--- src/rtl/alu_share_arb.sv ---
// alu_share_arb: round-robin arbiter and sequencer for the shared 32-bit ALU.
// Two requesters are served one at a time. The accepted op drives the ALU from registers for
// one cycle, and the result comes back on a tagged response channel that can be back-pressured.
// The architectural status-flag register is owned here.
module alu_share_arb #(
    parameter bit PRIO_INIT = 1'b0
) (
    input  logic        clk,
    input  logic        rst_n,
    // requester 0
    input  logic        r0_valid,
    output logic        r0_ready,
    input  logic [2:0]  r0_gin,
    input  logic [31:0] r0_a,
    input  logic [31:0] r0_b,
    input  logic        r0_stswrite,
    // requester 1
    input  logic        r1_valid,
    output logic        r1_ready,
    input  logic [2:0]  r1_gin,
    input  logic [31:0] r1_a,
    input  logic [31:0] r1_b,
    input  logic        r1_stswrite,
    // shared ALU
    output logic [31:0] alu_a,
    output logic [31:0] alu_b,
    output logic [2:0]  alu_gin,
    output logic        alu_stswrite,
    input  logic [31:0] alu_sum,
    input  logic [2:0]  alu_status,
    // response channel
    output logic        rsp_valid,
    input  logic        rsp_ready,
    output logic        rsp_id,
    output logic [31:0] rsp_sum,
    output logic [2:0]  rsp_status,
    output logic        rsp_err
);

    typedef enum logic [1:0] {StIdle, StExec, StResp} state_e;

    state_e      state_q, state_d;
    logic        last_grant_q, last_grant_d;
    logic        grant;
    logic        accept;

    // latched request
    logic [2:0]  gin_q;
    logic [31:0] a_q, b_q;
    logic        sw_q;
    logic        id_q;
    logic        illegal_q;

    // response and flag registers
    logic [31:0] rsp_sum_q;
    logic        rsp_id_q;
    logic        rsp_err_q;
    logic [2:0]  flags_q;

    logic [2:0]  sel_gin;
    logic [31:0] sel_a, sel_b;
    logic        sel_sw;
    logic        sel_illegal;

    // Pick the winner: the lone valid requester, or the one not served last on contention.
    always_comb begin
        grant = 1'b0;
        if (r0_valid && r1_valid) begin
            grant = ~last_grant_q;
        end else if (r1_valid) begin
            grant = 1'b1;
        end
    end

    assign r0_ready = (state_q == StIdle) && r0_valid && !grant;
    assign r1_ready = (state_q == StIdle) && r1_valid && grant;
    assign accept   = r0_ready || r1_ready;

    assign sel_gin     = grant ? r1_gin      : r0_gin;
    assign sel_a       = grant ? r1_a        : r0_a;
    assign sel_b       = grant ? r1_b        : r0_b;
    assign sel_sw      = grant ? r1_stswrite : r0_stswrite;
    assign sel_illegal = (sel_gin == 3'b011) || (sel_gin == 3'b100);

    // Next state and round-robin pointer.
    always_comb begin
        state_d      = state_q;
        last_grant_d = last_grant_q;
        unique case (state_q)
            StIdle: begin
                if (accept) begin
                    state_d      = StExec;
                    last_grant_d = grant;
                end
            end
            StExec:  state_d = StResp;
            StResp: begin
                if (rsp_ready) begin
                    state_d = StIdle;
                end
            end
            default: state_d = StIdle;
        endcase
    end

    // FSM state and last-grant registers.
    always_ff @(posedge clk or negedge rst_n) begin
        if (!rst_n) begin
            state_q      <= StIdle;
            last_grant_q <= ~PRIO_INIT;
        end else begin
            state_q      <= state_d;
            last_grant_q <= last_grant_d;
        end
    end

    // Latch the granted request on handshake; these registers drive the ALU directly.
    always_ff @(posedge clk or negedge rst_n) begin
        if (!rst_n) begin
            gin_q     <= 3'b000;
            a_q       <= 32'd0;
            b_q       <= 32'd0;
            sw_q      <= 1'b0;
            id_q      <= 1'b0;
            illegal_q <= 1'b0;
        end else if (accept) begin
            gin_q     <= sel_gin;
            a_q       <= sel_a;
            b_q       <= sel_b;
            // an illegal op never asks the ALU to update status
            sw_q      <= sel_sw && !sel_illegal;
            id_q      <= grant;
            illegal_q <= sel_illegal;
        end
    end

    // Capture the ALU result and update flags at the end of the EXEC cycle.
    always_ff @(posedge clk or negedge rst_n) begin
        if (!rst_n) begin
            rsp_sum_q <= 32'd0;
            rsp_id_q  <= 1'b0;
            rsp_err_q <= 1'b0;
            flags_q   <= 3'b000;
        end else if (state_q == StExec) begin
            rsp_sum_q <= illegal_q ? 32'd0 : alu_sum;
            rsp_id_q  <= id_q;
            rsp_err_q <= illegal_q;
            if (sw_q) begin
                flags_q <= alu_status;
            end
        end
    end

    assign alu_a        = a_q;
    assign alu_b        = b_q;
    assign alu_gin      = gin_q;
    assign alu_stswrite = sw_q;

    assign rsp_valid  = (state_q == StResp);
    assign rsp_id     = rsp_id_q;
    assign rsp_sum    = rsp_sum_q;
    assign rsp_status = flags_q;
    assign rsp_err    = rsp_err_q;

endmodule

--- config.mk ---
export PLATFORM = sky130hd
export DESIGN_NAME = alu_share_arb
export DESIGN_NICKNAME = d
export VERILOG_FILES = /design/src/rtl/alu_share_arb.sv
export SDC_FILE = /design/constraint.sdc
export NUM_CORES = 1
export LEC_CHECK = 0
export CORE_MARGIN = 2
export CORE_UTILIZATION = 38
export CTS_CLUSTER_DIAMETER = 60
export CTS_CLUSTER_SIZE = 14
export DETAILED_ROUTE_END_ITERATION = 6
export HOLD_SLACK_MARGIN = 0.1
export PLACE_DENSITY = 0.8
export SLEW_MARGIN = 20
export SYNTH_ARGS = -nofsm -noshare
export SYNTH_HDL_FRONTEND = slang
export SYNTH_SLANG_ARGS = --single-unit
--- constraint.sdc ---
create_clock -name clk -period 1.62 [get_ports clk]
set_input_delay 0.162 -clock clk [delete_from_list [all_inputs] [get_ports clk]]
set_output_delay 0.162 -clock clk [all_outputs]
set_load 0.02 [all_outputs]
==> impl_metrics.csv <==
group,metric,value,unit
status,status,"finished, final reports clean",
die,die_w,118.3,um
worst_setup_path,cp_slowest_stage_delay,0.39,ns
drt,wire_per_inst,15.18,um
worst_setup_path,path_depth,3,
synthesis,ys_ff_latch,110,
worst_setup_path,crit_family,"flip-flops",
synthesis,ys.warnings.count,0,
synthesis,ys_types,28,
place,placed_cell_area,7976,um2
final_layout,regArea,2754,um2
final_layout,stdcell_count,927,
sta,fin_tns_setup,0,ns
die,dieHeight,118.3,um
synthesis,ys_top_cells_by_area,"dfrtp_1, mux2i_1, o21ai_1",
synthesis,syn_inst,471,
global_routing,overflow,0,
cts,cts_made_buffers,9,
min_path,min_path_type,"in2reg",
worst_setup_path,timing.rr.start,"last_grant_q",
worst_setup_path,crit_fanout,4,
worst_setup_path,rr_endpoint,"alu_a[1]",
global_routing,grt_antenna_before_repair,0,
power_and_ir_drop,netSwitchingPower,5801,uW
cts,root_buffer,"clkbuf_16",
die,pin_count,284,
sta,fin_skew,0.005357,ns
global_routing,grt_pass1_vias,4586,
drt,num_vias,4424,
place,portBuffers,283,
synthesis,synthMuxAreaShare,15.08,%
final_layout,syn_to_final_growth,68.41,%
synthesis,synth_compound_area_share,11.55,%
worst_setup_path,cp-end-kind,"output pin",
worst_setup_path,worstPathRequired,1.46,ns
die,initial_utilization,39.16,%
drt,initialDrtViolationCount,216,
drt,drt-vias-per-instance,4.772,
worst_setup_path,cp_slowest_cell,"dfstp_2",
drt,antenna_left,0,
drt,routed_wl,14070,um
sta,rsz0062_at_grt,"no",
final_layout,final_common_cell,"clkdlybuf4s50_1",
cts,cts.sinks,110,
sta,setup_viol,0,
power_and_ir_drop,p_sw_share,38.85,%
global_routing,grt_max_degree,111,
worst_setup_path,path_class,"reg2out",
power_and_ir_drop,power.share.clock,14.8,%
sta,setup_slack,0.09515,ns
power_and_ir_drop,peakVddDrop,0.8816,mV
final_layout,layout_common_cells,"clkdlybuf4s50_1, dfrtp_1, nand2_1, o21ai_1, mux2i_1",
worst_setup_path,worstPathArrival,1.36,ns
cts,h-tree-depth,3,
synthesis,yosys.area_share.simple,12.91,%
sta,fin_crit,1.525,ns
power_and_ir_drop,p_int,9130,uW
place,hpwl,10840,um
place,place_congestion,0.7773,
drt,drc,0,
cts,clk_latency,0.34,ns
sta,hold_viol_final,0,
final_layout,nNetsFinal,926,
sta,fin_crit_sh,94.13,%
worst_setup_path,r2r_cells,5,
die,die-area,13990,um2
worst_setup_path,critPathCapture,"r1_ready",
synthesis,ys_seq_area_share,55.50,%
final_layout,antenna_cells,0,
cts,clkTransAtPathRegs,0.07,ns
place,place_ws,-0.2142,ns
final_layout,drive_above_1_share,5.960,%
die,num_rows,41,
power_and_ir_drop,pwr-share-comb,52.8,%
power_and_ir_drop,power_density,1787,nW/um2
worst_setup_path,reg2reg_slack,0.1,ns
drt,first_pass_iters,4,
synthesis,syn_avg_cell_area,10.54,um2
worst_setup_path,crit_path_start_kind,"register",
worst_setup_path,worst-path-buf-inv,1,
synthesis,synth_xor_xnor_area_share,0,%
sta,max_freq,655.8,MHz
power_and_ir_drop,p_leak,0.003583,uW
job,max-cap-violations,0,
final_layout,fin_area,8357,um2
cts,cts_buffer_depth,2,
sta,tightest_slew,0.8130,ns
place,placed_cells,907,
synthesis,syn_nets,647,
cts,cts_tree,"done",
synthesis,syn_area,4962,um2
synthesis,synth_top_cell_area_share,54.97,%
synthesis,synth_top_family_by_area,"multiplexers",
global_routing,track_usage,20.52,%
final_layout,multi_input_area,2007,um2
worst_setup_path,cp-startpoint,"last_grant_q",
global_routing,grt_pass1_wl,22960,um
sta,drv_slew,0,
power_and_ir_drop,seqPwrFrac,32.4,%
sta,relSlewSlack,45.80,%
die,core,12670,um2
synthesis,yosys.area_share.adder,0,%
worst_setup_path,crit_chain,"a21boi_4 > and2_1 > clkbuf_2",
final_layout,fillerInstances,1008,
synthesis,yosys.area.top_type,"dfrtp_1",
-- stage by stage --
stage | hold slack [ns] | total power [uW] | util (%)
floorplan | -0.1336 | 8991 | -
global route | 0.3788 | 15900 | 65.95
CTS | 0.3610 | 15110 | 65.89
global placement | 0.2833 | 12540 | 62.95
finish | 0.3709 | 14930 | 65.95
detailed placement | 0.2961 | 12780 | 62.95
-- sequential cells by signal, indices dropped and copies added, names as in the netlist --
signal	cells
alu_a	32
alu_b	32
alu_gin	3
alu_stswrite	1
id_q	1
illegal_q	1
last_grant_q	1
rsp_err	1
rsp_id	1
rsp_status	3
rsp_sum	32
state_q	2
-- kinds of logic (layout without fill, tap and decap cells) --
| group | Yosys count | after routing |
|---|---|---|
| AO/OA/AOI/OAI | 108 | 108 |
| buffers and inverters | 35 | 319 |
| flip-flops | 110 | 110 |
| multiplexers | 74 | 74 |
| AND/OR/NAND/NOR | 144 | 144 |
-- area by class of cell --
cell class	count	area share (%)
repair buffers	301	36.85
clock buffers	13	2.994
multi-input cells	326	24.02
well taps	172	2.575
clock inverters	3	0.5240
inverters	2	0.08983
flip-flops and latches	110	32.95
-- worst min-delay path, cell delays in order --
cell	delay, ns
clkdlybuf4s50_1	0.39
nand2b_1	0.07
o21ai_1	0.06
-- what timing repair did --
action                     4_1_cts  5_1_grt
cloned                           1        0
resized for setup                7        5
buffers inserted                 3        0
pin swaps                        1        1
setup endpoints to repair        3        8
hold buffers                     1        0
hold endpoints to repair       109        0
-- synth_stat cells --
cell and instances:
dfrtp_1 109, a31oi_1 2, mux2i_1 68, a221oi_2 1
nor2_1 3, nand2b_1 34, a21boi_2 1, clkbuf_1 14
mux2_1 5, buf_12 1, nor2b_1 1, buf_2 4
and2_1 1, a21o_1 1, buf_6 12, nand2_1 102
o21ai_1 100, buf_4 1, inv_2 1, dfstp_2 1
inv_1 1, nand3b_1 2, o21ai_2 1, o31ai_2 1
buf_1 1, a21oi_1 1, mux2_2 1, nor2_2 1
-- power by group through the flow --
stage | registers, uW | logic [uW] | clock network [uW]
floorplan | 6250 | 2740 | 0
global route | 5030 | 8500 | 2370
finish | 4840 | 7890 | 2210
detailed placement | 4900 | 7880 | 0
CTS | 4850 | 7980 | 2270
global placement | 4810 | 7740 | 0
-- worst min path at each step --
stage / startpoint / end / slack [ns] / cells past startpoint
finish: alu_sum[24] / rsp_sum[24] / 0.37 / 3
global route: alu_sum[2] / rsp_sum[2] / 0.38 / 3
CTS: alu_sum[21] / rsp_sum[21] / 0.36 / 3
global placement: rst_n / rsp_status[0] / 0.28 / 2
floorplan: rst_n / alu_a[0] / -0.13 / 0
detailed placement: rst_n / rsp_status[0] / 0.30 / 2
-- routing by layer --
layer	share of wire, %	track usage, %	up-vias
li1	-	-	2146
met1	37	22.08	2081
met2	52	37.46	174
met3	8.3	6.708	23
met4	2.1	7.154	0
met5	0	0	-
Note: power is estimated with default switching activity, not from simulation.
